[src/rtl/gpi_pad_ctrl.sv]
// rtl/gpi_pad_ctrl.sv - GPI pad bank controller: IE/STE config, settle sequencing, debounce, edge interrupts
module gpi_pad_ctrl #(
    parameter int N_PADS     = 8,
    parameter int SYNC_STAGES = 2,
    parameter int PRESC      = 16,
    parameter int DB_TICKS   = 4,
    parameter int SETTLE_CYC = 8,
    localparam int AW        = (N_PADS > 1) ? $clog2(N_PADS) : 1
) (
    input  logic                  CLK_I,
    input  logic                  RST_I,
    input  logic                  CFG_WE_I,
    input  logic [AW-1:0]         CFG_ADDR_I,
    input  logic [3:0]            CFG_WDATA_I,
    output logic [3:0]            CFG_RDATA_O,
    input  logic                  CLR_WE_I,
    input  logic [N_PADS-1:0]     CLR_MASK_I,
    output logic [N_PADS-1:0]     IE_O,
    output logic [2*N_PADS-1:0]   STE_O,
    input  logic [2*N_PADS-1:0]   DI_I,
    output logic [N_PADS-1:0]     ACTIVE_O,
    output logic [N_PADS-1:0]     LEVEL_O,
    output logic [N_PADS-1:0]     RISE_PEND_O,
    output logic [N_PADS-1:0]     FALL_PEND_O,
    output logic                  IRQ_O
);

    localparam int PW = (PRESC > 1) ? $clog2(PRESC) : 1;
    localparam int SW = (SETTLE_CYC > 1) ? $clog2(SETTLE_CYC) : 1;
    localparam logic [AW:0]   NP_W      = N_PADS[AW:0];
    localparam logic [PW-1:0] PRESC_TOP = PW'(PRESC - 1);
    localparam logic [SW-1:0] SETTLE_LD = SW'(SETTLE_CYC - 1);
    localparam logic [3:0]    DB_LAST   = 4'(DB_TICKS - 1);

    typedef enum logic [1:0] {
        ST_OFF    = 2'd0,
        ST_SETTLE = 2'd1,
        ST_ACTIVE = 2'd2
    } pad_state_e;

    pad_state_e             state_q  [N_PADS];
    pad_state_e             state_d  [N_PADS];
    logic [3:0]             cfg_q    [N_PADS];
    logic [SYNC_STAGES-1:0] sync_q   [N_PADS];
    logic [3:0]             stab_q   [N_PADS];
    logic [3:0]             stab_d   [N_PADS];
    logic [SW-1:0]          settle_q [N_PADS];
    logic [SW-1:0]          settle_d [N_PADS];

    logic [PW-1:0]     presc_q;
    logic              tick;
    logic              addr_ok;
    logic              cfg_hit;
    logic [N_PADS-1:0] ie_nxt;
    logic [N_PADS-1:0] irq_en;
    logic [N_PADS-1:0] sync_val;
    logic [N_PADS-1:0] level_q;
    logic [N_PADS-1:0] level_d;
    logic [N_PADS-1:0] rise_q;
    logic [N_PADS-1:0] fall_q;
    logic [N_PADS-1:0] rise_set;
    logic [N_PADS-1:0] fall_set;
    logic [N_PADS-1:0] clr_vec;
    logic [N_PADS-1:0] active;
    logic [N_PADS-1:0] di_odd_unused;
    logic              irq_q;

    assign tick    = (presc_q == PRESC_TOP);
    assign addr_ok = ({1'b0, CFG_ADDR_I} < NP_W);
    assign cfg_hit = CFG_WE_I && addr_ok;
    assign clr_vec = CLR_WE_I ? CLR_MASK_I : '0;

    assign CFG_RDATA_O = addr_ok ? cfg_q[CFG_ADDR_I] : 4'h0;
    assign ACTIVE_O    = active;
    assign LEVEL_O     = level_q;
    assign RISE_PEND_O = rise_q;
    assign FALL_PEND_O = fall_q;
    assign IRQ_O       = irq_q;

    // The FSM steers from the ie value being written this cycle, so IE_O and the state move together.
    always_comb begin
        ie_nxt        = '0;
        irq_en        = '0;
        sync_val      = '0;
        di_odd_unused = '0;
        STE_O         = '0;
        IE_O          = '0;
        for (int p = 0; p < N_PADS; p++) begin
            ie_nxt[p] = cfg_q[p][0];
            if (cfg_hit && (CFG_ADDR_I == AW'(p))) begin
                ie_nxt[p] = CFG_WDATA_I[0];
            end
            IE_O[p]          = cfg_q[p][0];
            irq_en[p]        = cfg_q[p][3];
            STE_O[2*p +: 2]  = cfg_q[p][2:1];
            sync_val[p]      = sync_q[p][SYNC_STAGES-1];
            di_odd_unused[p] = DI_I[2*p+1];
        end
    end

    always_ff @(posedge CLK_I) begin
        for (int p = 0; p < N_PADS; p++) begin
            if (RST_I) begin
                state_q[p] <= ST_OFF;
            end else begin
                state_q[p] <= state_d[p];
            end
        end
    end

    always_comb begin
        for (int p = 0; p < N_PADS; p++) begin
            state_d[p] = state_q[p];
            case (state_q[p])
                ST_OFF: begin
                    if (ie_nxt[p]) state_d[p] = ST_SETTLE;
                end
                ST_SETTLE: begin
                    if (!ie_nxt[p])             state_d[p] = ST_OFF;
                    else if (settle_q[p] == '0) state_d[p] = ST_ACTIVE;
                end
                ST_ACTIVE: begin
                    if (!ie_nxt[p]) state_d[p] = ST_OFF;
                end
                default: state_d[p] = ST_OFF;
            endcase
        end
    end

    always_comb begin
        active = '0;
        for (int p = 0; p < N_PADS; p++) begin
            active[p] = (state_q[p] == ST_ACTIVE);
        end
    end

    always_comb begin
        level_d  = level_q;
        rise_set = '0;
        fall_set = '0;
        for (int p = 0; p < N_PADS; p++) begin
            stab_d[p]   = stab_q[p];
            settle_d[p] = settle_q[p];

            if (state_q[p] == ST_OFF && state_d[p] == ST_SETTLE) begin
                settle_d[p] = SETTLE_LD;
            end else if (state_q[p] == ST_SETTLE && settle_q[p] != '0) begin
                settle_d[p] = settle_q[p] - 1'b1;
            end

            if (state_d[p] == ST_OFF) begin
                level_d[p] = 1'b0;
                stab_d[p]  = '0;
            end else if (state_q[p] == ST_SETTLE) begin
                // Entering ACTIVE adopts the current level silently as the debounce reference.
                stab_d[p] = '0;
                if (state_d[p] == ST_ACTIVE) level_d[p] = sync_val[p];
            end else if (state_q[p] == ST_ACTIVE) begin
                if (sync_val[p] == level_q[p]) begin
                    stab_d[p] = '0;
                end else if (tick) begin
                    if (stab_q[p] == DB_LAST) begin
                        level_d[p]  = sync_val[p];
                        stab_d[p]   = '0;
                        rise_set[p] = sync_val[p];
                        fall_set[p] = ~sync_val[p];
                    end else begin
                        stab_d[p] = stab_q[p] + 1'b1;
                    end
                end
            end
        end
    end

    always_ff @(posedge CLK_I) begin
        if (RST_I) begin
            presc_q <= '0;
            level_q <= '0;
            rise_q  <= '0;
            fall_q  <= '0;
            irq_q   <= 1'b0;
            for (int p = 0; p < N_PADS; p++) begin
                cfg_q[p]    <= '0;
                sync_q[p]   <= '0;
                stab_q[p]   <= '0;
                settle_q[p] <= '0;
            end
        end else begin
            presc_q <= tick ? '0 : presc_q + 1'b1;
            if (cfg_hit) cfg_q[CFG_ADDR_I] <= CFG_WDATA_I;
            level_q <= level_d;
            // A new edge outranks a clear landing in the same cycle.
            rise_q  <= (rise_q & ~clr_vec) | rise_set;
            fall_q  <= (fall_q & ~clr_vec) | fall_set;
            irq_q   <= |((rise_q | fall_q) & irq_en);
            for (int p = 0; p < N_PADS; p++) begin
                sync_q[p]   <= {sync_q[p][SYNC_STAGES-2:0], DI_I[2*p]};
                stab_q[p]   <= stab_d[p];
                settle_q[p] <= settle_d[p];
            end
        end
    end

endmodule

[config.mk]
export PLATFORM = sky130hd
export DESIGN_NAME = gpi_pad_ctrl
export DESIGN_NICKNAME = d
export VERILOG_FILES = /design/src/rtl/gpi_pad_ctrl.sv
export SDC_FILE = /design/constraint.sdc
export NUM_CORES = 1
export LEC_CHECK = 0
export CAP_MARGIN = 10
export CORE_ASPECT_RATIO = 1.2
export CORE_MARGIN = 3
export CORE_UTILIZATION = 34
export DETAILED_ROUTE_END_ITERATION = 16
export PLACE_DENSITY = 0.64
export SLEW_MARGIN = 5
export SYNTH_ARGS = -nofsm -noshare
export SYNTH_HDL_FRONTEND = slang
export SYNTH_SLANG_ARGS = --single-unit
[constraint.sdc]
create_clock -name CLK_I -period 2.7 [get_ports CLK_I]
set_clock_uncertainty 0.05 [all_clocks]
set_input_delay 0.27 -clock CLK_I [delete_from_list [all_inputs] [get_ports CLK_I]]
set_output_delay 0.27 -clock CLK_I [all_outputs]
set_load 0.01 [all_outputs]
[Word-level counts from Yosys, hierarchy flattened]
Memories as Yosys holds them, arrays and structs flattened.
Cells that the tools add are included.
Word-level totals
  memories: 5
  logic and storage cells: 551
  RAM bits: 120
  register bits after elaboration: 29
Cells by class
  mux-type cells: 298
  equal/unequal tests: 72
  bitwise logic cells: 47
  add/subtract/negate cells: 17
  reductions and logical operators: 100
Memory list
  cfg_q: words 8, width 4, read ports 9, clocked after Yosys merged registers in 0, wr ports 8, RTL line 43  | logic [3:0] cfg_q [N_PADS];
  stab_q: words 8, width 4, read ports 8, clocked after Yosys merged registers in 0, wr ports 8, RTL line 45  | logic [3:0] stab_q [N_PADS];
  settle_q: words 8, width 3, read ports 8, clocked after Yosys merged registers in 0, wr ports 8, RTL line 47  | logic [SW-1:0] settle_q [N_PADS];
  state_q: words 8, width 2, read ports 8, clocked after Yosys merged registers in 0, wr ports 8, RTL line 41  | pad_state_e state_q [N_PADS];
  sync_q: words 8, width 2, read ports 8, clocked after Yosys merged registers in 0, wr ports 8, RTL line 44  | logic [SYNC_STAGES-1:0] sync_q [N_PADS];
Operator list (count)
  2-to-1 mux 4 bit: 57
  2-to-1 mux 1 bit: 159
  2-to-1 mux 2 bit: 48
  2-to-1 mux 3 bit: 25
  case mux 2 bit (3 select lines): 8
  nonzero test 2 bit: 24
  AND reduction 5 bit: 8
  adder 4 x 1 -> 4 bit (second input constant): 9
  equality test 2 x 1 -> 1 bit (second input constant): 16
  equality test 2 bit (second input constant): 16
  equality test 4 x 2 -> 1 bit (second input constant): 8
  logical NOT 2 bit: 16
  bitwise OR 1 bit: 32
  logical NOT 3 bit: 9
  bitwise AND 8 bit: 3
  logical AND 1 bit: 24
  bitwise OR 8 bit: 3
  nonzero test 3 bit: 8
  subtractor 3 x 1 -> 3 bit (second input constant): 8
  OR reduction 2 bit: 9
  != test 2 x 1 -> 1 bit (second input constant): 8
  != test 2 bit (second input constant): 8
  equality test 3 bit (second input constant): 4
  equality test 1 bit: 8
  8 further kinds: 16

[Logic depth before layout (Yosys ltp)]
Gate-level depths: netlist (run 1).
  depth in word-level cells: 9
  gate-level depth with buffers: 9

[Least setup slack after synthesis (run 1)]
No wires, ideal clock.
  path kind: register to register
  start point: mem state_q[1][3] (netlist name)
  end point: reg level_q[5], in the netlist LEVEL_O[5]
  period minus slack after synthesis: 2144 ps
  path slack: 556 ps
  arrival time: 1978 ps
  cell stages (with the launch flop): 9
  library setup time: 117 ps
  path through: dfxtp_1 -> inv_1 -> ha_1 -> buf_2 -> a21bo_2 -> a21o_1 -> or4b_1 -> a41o_1 -> o22a_1
RTL lines
  start: declaration: RTL line 41
  end signal: assignment: RTL line 191  | level_q <= level_d;
  end: declaration: RTL line 57  | logic [N_PADS-1:0] level_q;

[Worst setup path after layout (run 1)]
  start point: in CFG_ADDR_I[1]
  end point: out CFG_RDATA_O[0]
On the way
  word-level cells in the longest chain between the ends: 1
RTL lines
  start: declaration: RTL line 13  | input logic [AW-1:0] CFG_ADDR_I,
  memory read (8 x 4 bit)
  end: declaration: RTL line 15  | output logic [3:0] CFG_RDATA_O,
Every way passes these cells.

==> impl_metrics.ini, run 1 <==
[timing]
worst_pin_slew_ns = 0.5254
hold_violations = 0
finalCritPeriodShare_pct = 96.25
slew_violations = 0
rsz0062_at_grt = no
hold_ws_ns = 0.1674
fmax_ghz = 0.3848
min_period_ns = 2.599
setup_violations = 0
max_slew_margin_pct = 63.97
fin_setup_tns_ns = 0

[yosys]
syn_nets = 1042
synthTopCellsByArea = dfxtp_1, edfxtp_1, ha_1
synth_warnings = 0
async_flop_share_pct = 0
seq_area_frac_synth_pct = 39.18
synthCells = 950
synth_seq_cells = 149
synth_top_area_share_pct = 27.78
netlist_area_um2 = 8431
ys_types = 68
ys.flop_type = dfxtp_1
synth_edf_count = 32
syn-mean-instance-area_um2 = 8.874
synth_top_area_cell = dfxtp_1

[layout]
synthToLayoutAreaGrowth_pct = 20.81
post_layout_nonfiller_instances = 1368
n_fill_cell = 2393
stdcell_area_um2 = 10180
n_antenna_cell = 0
drive_above_1_share_pct = 9.542
nets = 1127

[detailed_routing]
wl_met1_um = 8948
top_layer_used = met4
postRouteAntennaNets = 0
wl_met2_um = 10310
drc = 0
routed_wl_um = 20490
num_vias = 7009
drt_first_pass_iters = 5
routed-wl-met3_um = 817
vias_per_cell = 5.124
drtIter0Drc = 465
routedWlPerCell_um = 14.98

[critical_path]
path_cells = clkdlybuf4s50_1, buf_4, buf_4, mux4_2, mux2_2, clkdlybuf4s50_1
critical-path-top-delay-family = buffers and inverters
critPathBufInv = 4
crit_arrival_ns = 2.28
end_kind = primary output
worst-path-max-fanout = 11
worst_path_max_delay_cell = clkdlybuf4s50_1
critPathKind = input port to primary output
cp-start-kind = input port
cp.required_ns = 2.38
critical-path-max-stage-delay_ns = 0.53

[clock_network]
cts_tree = done
clk_pin_slew_ns = 0.06
cts_buffers = 17
clock-sinks = 149
clk_latency_ns = 0.42
cts_buffer_depth = 2
htreeDepth = 4
clockRootBuffer = clkbuf_16

[placement]
portBuffers = 87
post_dp_cell_area_um2 = 9635
dpl.hpwl_um = 15730
dp_cells = 1336
place.gp.congestion = 0.8580

[global_route]
antenna_found_initial = 0
grt_max_degree = 29
grt_pass1_vias = 6714
gr-usage-all-layers_pct = 15.56
grt-ovfl-total = 0
grt_pass1_wl_um = 33240

[pwr]
ir_drop_uv = 364.3
leakagePower_nw = 3.803
power.density_nw_per_um2 = 570.7

[floorplan]
dieArea_um2 = 26730
fp.dieH_um = 178.5
std_cell_rows = 62
ios = 96
start_util_pct = 34.83
die_x_um = 149.7
core_area_um2 = 24200

[worst_hold_path]
hold_class = input port to register

[outcome]
status = complete, no violations

[job]
drv_cap = 0
## synthesized netlist by cell type, types with 6 or more instances
library cell and n:
edfxtp_1 32, ha_1 57, and3_1 7, a22oi_1 8, xnor2_1 16, o211ai_1 11, a31oi_1 9, a21oi_1 86
nand4b_1 13, mux2i_1 14, mux4_2 8, o2111ai_1 6, or3_1 9, inv_1 58, nor3b_1 6, dfxtp_1 117
nand4_1 16, nor2b_1 29, nand3_1 21, nor2_1 64, buf_4 26, nor3_1 28, mux2_2 12, nand2b_1 8
nand2_1 90, and2_1 51, o21ai_0 51, clkbuf_1 19
## where the power goes
group / leakage, nW / internal, mW / switching [mW] / total (mW)
registers: 1.27 / 2.42 / 0.113 / 2.53
clock network: 0.266 / 1.20 / 0.998 / 2.20
logic: 2.27 / 0.477 / 0.607 / 1.08
total: 3.80 / 4.09 / 1.72 / 5.81
## repair_timing
action,4_1_cts,5_1_grt
hold buffers,0,0
setup endpoints to repair,0,1
setup buffers,0,0
gates resized for setup,0,1
## cell usage in the layout (no fill, tap or decap), types with 17 or more instances in the layout
cell	Yosys	routed
buf_4	26	28
clkbuf_16	0	17
nand3_1	21	21
edfxtp_1	32	32
nand2_1	90	90
clkdlybuf4s50_1	0	85
and2_1	51	51
o21ai_0	51	51
dfxtp_1	117	117
a21oi_1	86	86
nor2_1	64	64
nor2b_1	29	29
ha_1	57	57
inv_1	58	58
nor3_1	28	28
## metal layers
layer  track usage, %  up-vias
met3            3.405       26
met4            5.111        0
met2            27.49      116
met1            18.73     3327
met5                0        -
li1                 -     3540
## area by class of cell
type | count | area (um^2) | share of cell area (%)
clock inverter | 15 | 121.4 | 1.192
multi-input combinational | 693 | 4618 | 45.34
inverter | 58 | 217.7 | 2.138
tap | 320 | 400.4 | 3.931
timing repair buffer | 116 | 1099 | 10.79
sequential | 149 | 3303 | 32.43
clock buffer | 17 | 425.4 | 4.177
## per-stage QoR
step | utilization (%) | power (mW) | setup slack, ns
global route | 42.08 | 6.137 | 0.06971
CTS | 42.07 | 5.881 | 0.04388
finish | 42.08 | 5.812 | 0.1012
detailed placement | 39.81 | 3.660 | 0.04944
global placement | 39.81 | 3.641 | 0.04005
floorplan | - | 3.334 | 0.5555
## final timing paths
path              cells after the start          start              to  slack, ns
hold reg to reg                       1   sync_q[1][2]    sync_q[1][3]       0.38
hold / removal                        2          RST_I  settle_q[1][8]       0.17
setup reg to reg                      7  state_q[1][3]      LEVEL_O[5]       0.33
setup / recovery                      6  CFG_ADDR_I[1]  CFG_RDATA_O[0]       0.10
## cell families (layout without fill, tap and decap cells)
logic type      after synthesis  count (layout)  synth area share [%]
buf+inv                     108             206                 6.040
xor+xnor                     20              20                 2.078
flops                       149             149                 39.18
simple gates                365             365                 22.83
fa+ha+maj                    57              57                 8.459
compound gates              214             214                 15.41
mux                          37              37                 6.010
## state kept, by name (all words and copies together) (netlist names)
register	cells
state_q	16
LEVEL_O	8
settle_q	24
sync_q	16
IRQ_O	1
presc_q	4
stab_q	32
RISE_PEND_O	8
cfg_q	32
FALL_PEND_O	8
Note: power is estimated with default switching activity, not from simulation.
==> run 2, diff against run 1 <==
--- a/config.mk
+++ b/config.mk
@@ -11,6 +11,7 @@
 export CORE_UTILIZATION = 34
 export DETAILED_ROUTE_END_ITERATION = 16
 export PLACE_DENSITY = 0.64
+export RECOVER_POWER = 25
 export SLEW_MARGIN = 5
 export SYNTH_ARGS = -nofsm -noshare
 export SYNTH_HDL_FRONTEND = slang
==> run 2 against run 1 <==
Power hardly changed. First-iteration DRC count decreased by 4.5%. Clock-buffer cell count unchanged. Non-clock buffer count stayed put. Register-to-register slack is essentially flat.
==> impl_metrics.ini, run 2 (same netlist as run 1, synthesis figures left out) <==
[clock_network]
clk_pin_slew_ns = 0.06
htreeDepth = 4
clk_latency_ns = 0.43
cts_hold_buf = 0
cts_buffer_depth = 2
clock-sinks = 149
clockRootBuffer = clkbuf_16
cts_buffers = 17
cts_tree = done

[floorplan]
start_util_pct = 34.83
fp.dieH_um = 178.5
ios = 96
std_cell_rows = 62
die_x_um = 149.7
dieArea_um2 = 26730
core_area_um2 = 24200

[critical_path]
cp-start-kind = input port
critical-path-max-stage-delay_ns = 0.53
worst-path-max-fanout = 11
worst_path_max_delay_cell = clkdlybuf4s50_1
r2r_start = state_q[1][3]
critPathKind = input port to primary output
r2r_end = LEVEL_O[5]
cp.required_ns = 2.38
reg2regPathDepth = 7
r2r_setup_slack_ns = 0.34
critPathBufInv = 4
crit_arrival_ns = 2.27
path_cells = clkdlybuf4s50_1, buf_4, buf_4, mux4_2, mux2_2, clkdlybuf4s50_1
critical-path-top-delay-family = buffers and inverters
end_kind = primary output

[layout]
final_cell_mix = dfxtp_1, nand2_1, a21oi_1
drive_above_1_share_pct = 8.779
mostFrequentLayoutCell = dfxtp_1
n_antenna_cell = 0
synthToLayoutAreaGrowth_pct = 20.48
largestRegisters = cfg_q: 32 flops, stab_q: 32 flops, settle_q: 24 flops
nets = 1127
post_layout_nonfiller_instances = 1368

[timing]
rsz0062_at_grt = no
finalCritPeriodShare_pct = 95.91
fin_setup_tns_ns = 0
fmax_ghz = 0.3862
worst_pin_slew_ns = 1.371
min_period_ns = 2.589
slew_violations = 0
hold_violations = 0
max_slew_margin_pct = 8.568
setup_violations = 0

[job]
drv_cap = 0

[detailed_routing]
drtIter0Drc = 444
vias_per_cell = 5.102
num_vias = 6980
routedWlPerCell_um = 14.97
drc = 0
drt_first_pass_iters = 5
postRouteAntennaNets = 0
routed_wl_um = 20480

[pwr]
power_mw = 5.810
power.density_nw_per_um2 = 572.0
leakagePower_nw = 3.767
ir_drop_uv = 365.0

[global_route]
grt_pass1_vias = 6714
gr-usage-all-layers_pct = 15.56
grt-ovfl-total = 0
grt_pass1_wl_um = 33240
grt_max_degree = 29
antenna_found_initial = 0

[placement]
portBuffers = 87
dpl.hpwl_um = 15730
dp_cells = 1336
place.gp.congestion = 0.8580

[outcome]
status = complete, no violations

[worst_hold_path]
holdPathEnd = settle_q[1][8]
min_from = RST_I
hold_depth = 2
hold_class = input port to register
run 2: metal layers:
layer  wire [um]  up-vias  GRT usage [%]
met5           0        -              0
met3         791       26          3.405
met1        8984     3295          18.73
met4         436        0          5.111
li1            -     3538              -
met2       10270      121          27.49
run 2: cell type report:
| type | count | area [um^2] |
|---|---|---|
| clock buffer | 17 | 425.4 |
| clock inverter | 15 | 121.4 |
| fill | 2403 | 14050 |
| inverter | 58 | 217.7 |
| multi-input combinational | 693 | 4618 |
| sequential | 149 | 3303 |
| tap | 320 | 400.4 |
| timing repair buffer | 116 | 1071 |
run 2: per-stage QoR:
step                      cell area [um^2]  worst slack [ns]  util (%)  hold slack [ns]
after global routing                 10160           0.06971     41.97           0.3328
after detailed placement              9635           0.04944     39.81           0.3739
after global placement                9635           0.04005     39.81           0.3697
final                                10160            0.1105     41.97           0.3191
after floorplan                       8431            0.5555         -           0.3482
after CTS                            10180           0.04388     42.07           0.1561
run 2: power by group:
group,total (mW),switching [mW],internal [mW]
logic,1.08,0.606,0.473
registers,2.53,0.113,2.42
clock network,2.20,1.00,1.20
total,5.81,1.72,4.09
run 2: what timing repair did:
item / 4_1_cts / 5_1_grt
endpoints found under the setup margin: 0 / 1
setup buffers: 0 / 0
gates resized for setup: 0 / 1
run 2: worst max path at each step:
stage	startpoint	endpoint	slack (ns)	depth (start not counted)
after CTS	CFG_ADDR_I[0]	CFG_RDATA_O[3]	0.04	5
final	CFG_ADDR_I[1]	CFG_RDATA_O[0]	0.11	6
after detailed placement	CFG_ADDR_I[0]	FALL_PEND_O[6]	0.05	8
after floorplan	state_q[1][3]	LEVEL_O[5]	0.56	8
after global placement	CFG_ADDR_I[0]	CFG_RDATA_O[0]	0.04	5
after global routing	CFG_ADDR_I[1]	CFG_RDATA_O[2]	0.07	6
